## src/rtl/pkt_injector.sv

```systemverilog
`default_nettype none
// ============================================================================
// Module   : pkt_injector
// Purpose  : Packetises a descriptor plus buffered payload into a
//            header/size/payload flit stream for a router local port.
//            Optional statistics via `define PKT_INJECTOR_STATS_EN.
// Revision : 1.0 - initial release
// ============================================================================
module pkt_injector #(
  parameter int ADDRESS    = 0,
  parameter int FLIT_WIDTH = 16,
  parameter int DEPTH      = 16
) (
  input  logic                  clock,
  input  logic                  reset,
  input  logic                  cmd_valid,
  output logic                  cmd_ready,
  input  logic [FLIT_WIDTH-1:0] cmd_dest,
  input  logic [FLIT_WIDTH-1:0] cmd_len,
  input  logic                  wr_en,
  input  logic [FLIT_WIDTH-1:0] wr_data,
  output logic                  full,
  output logic                  clock_tx,
  output logic                  tx,
  output logic [FLIT_WIDTH-1:0] data_o,
  input  logic                  credit_i,
  output logic                  busy
`ifdef PKT_INJECTOR_STATS_EN
  ,
  output logic [31:0]           pkt_count,
  output logic [31:0]           stall_count
`endif
);

  localparam int c_aw = $clog2(DEPTH);

  typedef enum logic [1:0] {
    IDLE    = 2'd0,
    HEADER  = 2'd1,
    SIZE    = 2'd2,
    PAYLOAD = 2'd3
  } state_t;

  state_t                r_state;
  state_t                w_next;
  logic [FLIT_WIDTH-1:0] r_dest;
  logic [FLIT_WIDTH-1:0] r_len;
  logic [FLIT_WIDTH-1:0] r_remaining;
  logic [FLIT_WIDTH-1:0] r_mem [DEPTH];
  logic [c_aw:0]         r_wptr;
  logic [c_aw:0]         r_rptr;
  logic                  w_empty;
  logic                  w_push;
  logic                  w_pop;
  logic                  w_accept;
  logic                  w_done;

  // Extra pointer bit separates full (same slot, other lap) from empty.
  assign w_empty  = (r_wptr == r_rptr);
  assign full     = (r_wptr[c_aw] != r_rptr[c_aw]) &&
                    (r_wptr[c_aw-1:0] == r_rptr[c_aw-1:0]);
  assign w_push   = wr_en && !full;
  assign w_pop    = (r_state == PAYLOAD) && tx && credit_i;
  assign w_accept = cmd_valid && cmd_ready;
  assign busy     = (r_state != IDLE);
  assign clock_tx = clock;

  always_ff @(posedge clock or posedge reset) begin
    if (reset) begin
      r_state <= IDLE;
    end else begin
      r_state <= w_next;
    end
  end

  always_comb begin
    w_next    = r_state;
    tx        = 1'b0;
    data_o    = '0;
    cmd_ready = 1'b0;
    w_done    = 1'b0;
    case (r_state)
      IDLE: begin
        cmd_ready = !reset;
        if (cmd_valid && !reset) begin
          w_next = HEADER;
        end
      end
      HEADER: begin
        tx     = 1'b1;
        data_o = r_dest;
        if (credit_i) begin
          w_next = SIZE;
        end
      end
      SIZE: begin
        tx     = 1'b1;
        data_o = r_len;
        if (credit_i) begin
          w_done = (r_len == '0);
          w_next = (r_len == '0) ? IDLE : PAYLOAD;
        end
      end
      PAYLOAD: begin
        // An empty FIFO is a bubble: hold state, drop tx, wait for data.
        tx     = !w_empty;
        data_o = r_mem[r_rptr[c_aw-1:0]];
        if (w_pop && (r_remaining == FLIT_WIDTH'(1))) begin
          w_done = 1'b1;
          w_next = IDLE;
        end
      end
      default: w_next = IDLE;
    endcase
  end

  always_ff @(posedge clock or posedge reset) begin
    if (reset) begin
      r_dest      <= '0;
      r_len       <= '0;
      r_remaining <= '0;
    end else begin
      if (w_accept) begin
        r_dest <= cmd_dest;
        r_len  <= cmd_len;
      end
      if ((r_state == SIZE) && credit_i) begin
        r_remaining <= r_len;
      end else if (w_pop) begin
        r_remaining <= r_remaining - FLIT_WIDTH'(1);
      end
    end
  end

  always_ff @(posedge clock or posedge reset) begin
    if (reset) begin
      r_wptr <= '0;
      r_rptr <= '0;
    end else begin
      if (w_push) begin
        r_wptr <= r_wptr + 1'b1;
      end
      if (w_pop) begin
        r_rptr <= r_rptr + 1'b1;
      end
    end
  end

  always_ff @(posedge clock) begin
    if (w_push) begin
      r_mem[r_wptr[c_aw-1:0]] <= wr_data;
    end
  end

`ifdef PKT_INJECTOR_STATS_EN
  always_ff @(posedge clock or posedge reset) begin
    if (reset) begin
      pkt_count   <= '0;
      stall_count <= '0;
    end else begin
      if (w_done) begin
        pkt_count <= pkt_count + 32'd1;
      end
      if (tx && !credit_i) begin
        stall_count <= stall_count + 32'd1;
      end
    end
  end

  always_ff @(posedge clock) begin
    if (!reset && w_done) begin
      $display("pkt_injector x=%0d y=%0d: packet complete",
               ADDRESS[7:0], ADDRESS[15:8]);
    end
  end
`endif

endmodule
`default_nettype wire

```

## config.mk

```make
export PLATFORM = sky130hd
export DESIGN_NAME = pkt_injector
export DESIGN_NICKNAME = d
export VERILOG_FILES = /design/src/rtl/pkt_injector.sv
export SDC_FILE = /design/constraint.sdc
export NUM_CORES = 1
export LEC_CHECK = 0
export ABC_AREA = 0
export CAP_MARGIN = 25
export CORE_MARGIN = 2
export CORE_UTILIZATION = 62
export CTS_CLUSTER_SIZE = 28
export DETAILED_ROUTE_END_ITERATION = 8
export PLACE_DENSITY = 0.84
export SYNTH_ARGS = -nofsm -noshare
export SYNTH_HDL_FRONTEND = slang
export SYNTH_SLANG_ARGS = --single-unit
export TNS_END_PERCENT = 30
```

## constraint.sdc

```tcl
create_clock -name clock -period 8.57 [get_ports clock]
set_input_delay 1.714 -clock clock [delete_from_list [all_inputs] [get_ports clock]]
set_output_delay 1.714 -clock clock [all_outputs]
set_load 0.1 [all_outputs]
```

==> results.txt <==
- After detailed routing, the number of remaining DRC violations is 0.
- Cell area after placement: 0.0141 mm2
* Number of flops mapped to enable cells by yosys: 256
* Area of the mapped netlist: 0.0130 mm2
- The number of global-route vias before repair came to 7800.
* Top library cells by usage in the layout, fill and taps aside: sky130_fd_sc_hd__edfxtp_1 (256), sky130_fd_sc_hd__clkdlybuf4s50_1 (73), sky130_fd_sc_hd__mux4_2 (64)
- Routed length per instance: 26.9 um
* Post-synthesis to final-layout area growth: 17.0%
- Final non-filler cell total: about 1100
* Sequential Power Share: 0.379
- Diodes inserted: 0
- In this run the tightest slew margin relative to its limit is 0.298.
* Leading register cell type out of synthesis: sky130_fd_sc_hd__edfxtp_1
- Clock transition time at the flip-flop clock pins of the worst setup and hold paths: 0.06 ns
* Syn_nets: ~800
* DPL Wire Length: 18.1 mm
- The worst hold path terminates at r_wptr[4]$_DFFE_PP0P_.
- Summed over all nets, wire length on met2 after detailed routing comes to between 10 and 15 mm.
- Total of cells resized after clock tree synthesis: 0
* Number of library cell types mapped by synthesis: 55
* Type of origin of the critical path: clock port
- Number of nets in the finished design: 888
* Core ar.: between 0.02 and 0.025 mm2
* Final-layout setup total negative slack: 0 ns
- The die covers 0.0222 mm2.
* Cell types occupying the most area after synthesis: sky130_fd_sc_hd__edfxtp_1 (59%), sky130_fd_sc_hd__dfrtp_1 (12%), sky130_fd_sc_hd__mux4_2 (11%), sky130_fd_sc_hd__mux2_2 (4.2%), sky130_fd_sc_hd__nand2_1 (1.8%)
- The share of total power dissipated in the clock network is 0.254.
* Total instance count after detailed placement: 1059
- The initial utilization of the core area, before any placement, comes to 0.627.
- Worst min path class: flip-flop to flip-flop
- STA classifies the critical path endpoint as an output port.
- Part of the power in combinational logic: 0.367
* Finish-stage setup viols: 0
- Setup repair after global routing missed its margin: false
* Slack of the worst reg-to-reg path: 4.63 ns
- Dominant cell type by area after synthesis: sky130_fd_sc_hd__edfxtp_1
* Static leakage: 5.13 nW
* Share of async-settable or async-resettable flops after synthesis: 0.190
- The detailed router used layers up to and including met4.
- Internal power consumption: approximately 3.6 mW
- Iteration-0 DRC Markers: 806
* Maximum fanout encountered on the critical timing path: 2
- Wire length after detailed routing: 30.1 mm
* Remaining global-route overflow: 0
* Insertion delay to the later sink of the worst-skew pair: roughly 0.67 ns
* Worst Max-Slew Pin Slew: 1.05 ns
- The share of synthesized area in the top cell type comes to 0.589.
- Arrival @ worst endpoint: 5.49 ns
- The number of max-slew violations in the final report came to 0.
* Switching power total: around 2.2 mW
* Site row count: 53
- Final hold analysis gives a worst-case slack of 0.495 ns.
* Worst hold path cell count: 1
* Wire length of the first global-routing pass: 45.8 mm
* Buffers added on ports: 73
- Number of synthesis warnings: 0
* Drt via density: approximately 6.7
- Synthesis produced a netlist whose cell count is roughly 740.
- After filler insertion, the fill cell instance count of the layout stands at 1154.
- The final route contains 7486 vias.
- Summing all non-filler instances in the final layout gives an area of 0.0153 mm2.
- Buffers inserted to repair hold after CTS numbered 0.
- The pre-antenna-repair detailed-routing pass consisted of 5 iterations.
- Outcome: finished clean
- Of the cells placed in the final design, the portion with a size suffix greater than 1 is 0.247.
* Setup CP Type: clock port to output port
- Worst clock skew on the final layout: approximately 0.013 ns
- In the global route stage, overall resource usage came out at 0.280.
- Routability-driven placement finished with a final weighted congestion of slightly below 0.9.
- Entering global routing, the biggest net connects 61 pins.
* Required time at the worst-slack endpoint: 6.86 ns
- Count of cells along the worst register-to-register path: 7
* Most common cell after layout, fill and taps aside: sky130_fd_sc_hd__edfxtp_1
* Part of the Yosys area used for sequential elements: 0.704
- Averaged over all synthesized cells, the footprint is 17.7 um2.
* Antenna violations before repair: 0
- The die is about 150 um wide.
* R2r endpoint: r_mem[14][0]$_DFFE_PP_
- In this run the most critical hold path is launched from r_wptr[4]$_DFFE_PP0P_.
- Met3 wirelength from detailed routing: 2.94 mm
* TritonCTS clock tree: done
- The floorplan step set the die height to 149 um.
- Startpoint of the worst register-to-register path: r_rptr[0]$_DFFE_PP0P_
* Hold violation total from the final report: 0
* Max capacitance violation total: 0
* Power per unit of standard cell area: 380 mW/mm2
- # IOs: 74
- Of the total power, the share spent switching nets is 0.382.
- Once layout is complete, the utilization of the core stands at 0.733.
* Worst IR drop on VDD: around 0.35 mV
- Number of buffers added for setup after CTS: 0
- Post-route antenna net violation count: 0
- Met1 WL: 11.4 mm
- After synthesis the netlist holds a flip-flop and latch count of 316.
==> through the flow <==
step	setup slack (ns)	total power [mW]
4_1_cts	1.36	5.81
5_1_grt	1.36	6.02
2_1_floorplan	2.36	3.75
6_report	1.37	5.80
3_5_place_dp	1.63	4.35
3_3_place_gp	1.63	4.28
==> worst max path at each step <==
| stage | from | endpoint | slack, ns |
|---|---|---|---|
| 3_3_place_gp | clock | clock_tx | 1.63 |
| 4_1_cts | clock | clock_tx | 1.36 |
| 5_1_grt | clock | clock_tx | 1.36 |
| 2_1_floorplan | clock | clock_tx | 2.36 |
| 3_5_place_dp | clock | clock_tx | 1.63 |
| 6_report | clock | clock_tx | 1.37 |
==> critical path, cell delays in order <==
cell and delay [ns]:
sky130_fd_sc_hd__clkbuf_16 0.12, sky130_fd_sc_hd__clkbuf_16 0.13, sky130_fd_sc_hd__clkdlybuf4s50_1 0.95
==> cells by family (layout without fill, tap and decap cells) <==
logic type,Yosys count,count (layout),synth area share
multiplexers,116,116,0.155
AND/OR/NAND/NOR,145,145,0.0537
adder cells (fa/ha/maj),12,12,0.0115
AO/OA/AOI/OAI,76,76,0.0463
XOR/XNOR,17,17,0.0114
flip-flops,316,316,0.704
buffers and inverters,56,163,0.0176
==> cell type report <==
type	instances	area, um2	share of cell area
clock buffer	37	868	0.0569
inverter	13	48.8	0.00320
multi-input combinational	366	3690	0.242
timing repair buffer	91	882	0.0578
clock inverter	22	239	0.0157
tap	275	344	0.0225
sequential	316	9190	0.602
==> Yosys cell counts (all sizes together), types with 3 or more instances <==
| master | n |
|---|---|
| nor3 | 7 |
| mux2 | 49 |
| or3 | 3 |
| a2111oi | 3 |
| nor2b | 3 |
| mux2i | 3 |
| inv | 13 |
| ha | 12 |
| and2 | 5 |
| xnor2 | 11 |
| edfxtp | 256 |
| nor2 | 30 |
| nor4 | 7 |
| nand4 | 6 |
| a21oi | 6 |
| mux4 | 64 |
| nand2 | 61 |
| nand2b | 3 |
| nand3 | 6 |
| xor2 | 6 |
| dfrtp | 60 |
| o21ai | 11 |
| a41oi | 3 |
| a222oi | 16 |
| clkbuf | 25 |
| a31oi | 16 |
| and3 | 3 |
| a211oi | 6 |
| buf | 18 |
==> flip-flops by register name, summed over array words and instances (netlist names) <==
| signal | cells |
|---|---|
| r_remaining | 16 |
| r_mem | 256 |
| r_len | 16 |
| r_rptr | 5 |
| r_dest | 16 |
| r_wptr | 5 |
| r_state | 2 |
==> power by group through the flow <==
stage                     registers, mW  clock network (mW)  logic, mW
after floorplan                    2.05              0.0440       1.66
after global placement             2.20              0.0458       2.04
after detailed placement           2.22              0.0458       2.09
after CTS                          2.20                1.49       2.12
after global routing               2.23                1.55       2.24
final                              2.20                1.47       2.13
==> layer usage <==
metal	GRT usage	vias to the layer above
met1	0.378	3852
met4	0.116	0
met3	0.0630	72
met5	0	-
met2	0.449	440
li1	-	3122
Power figures use the tool's default switching activity.
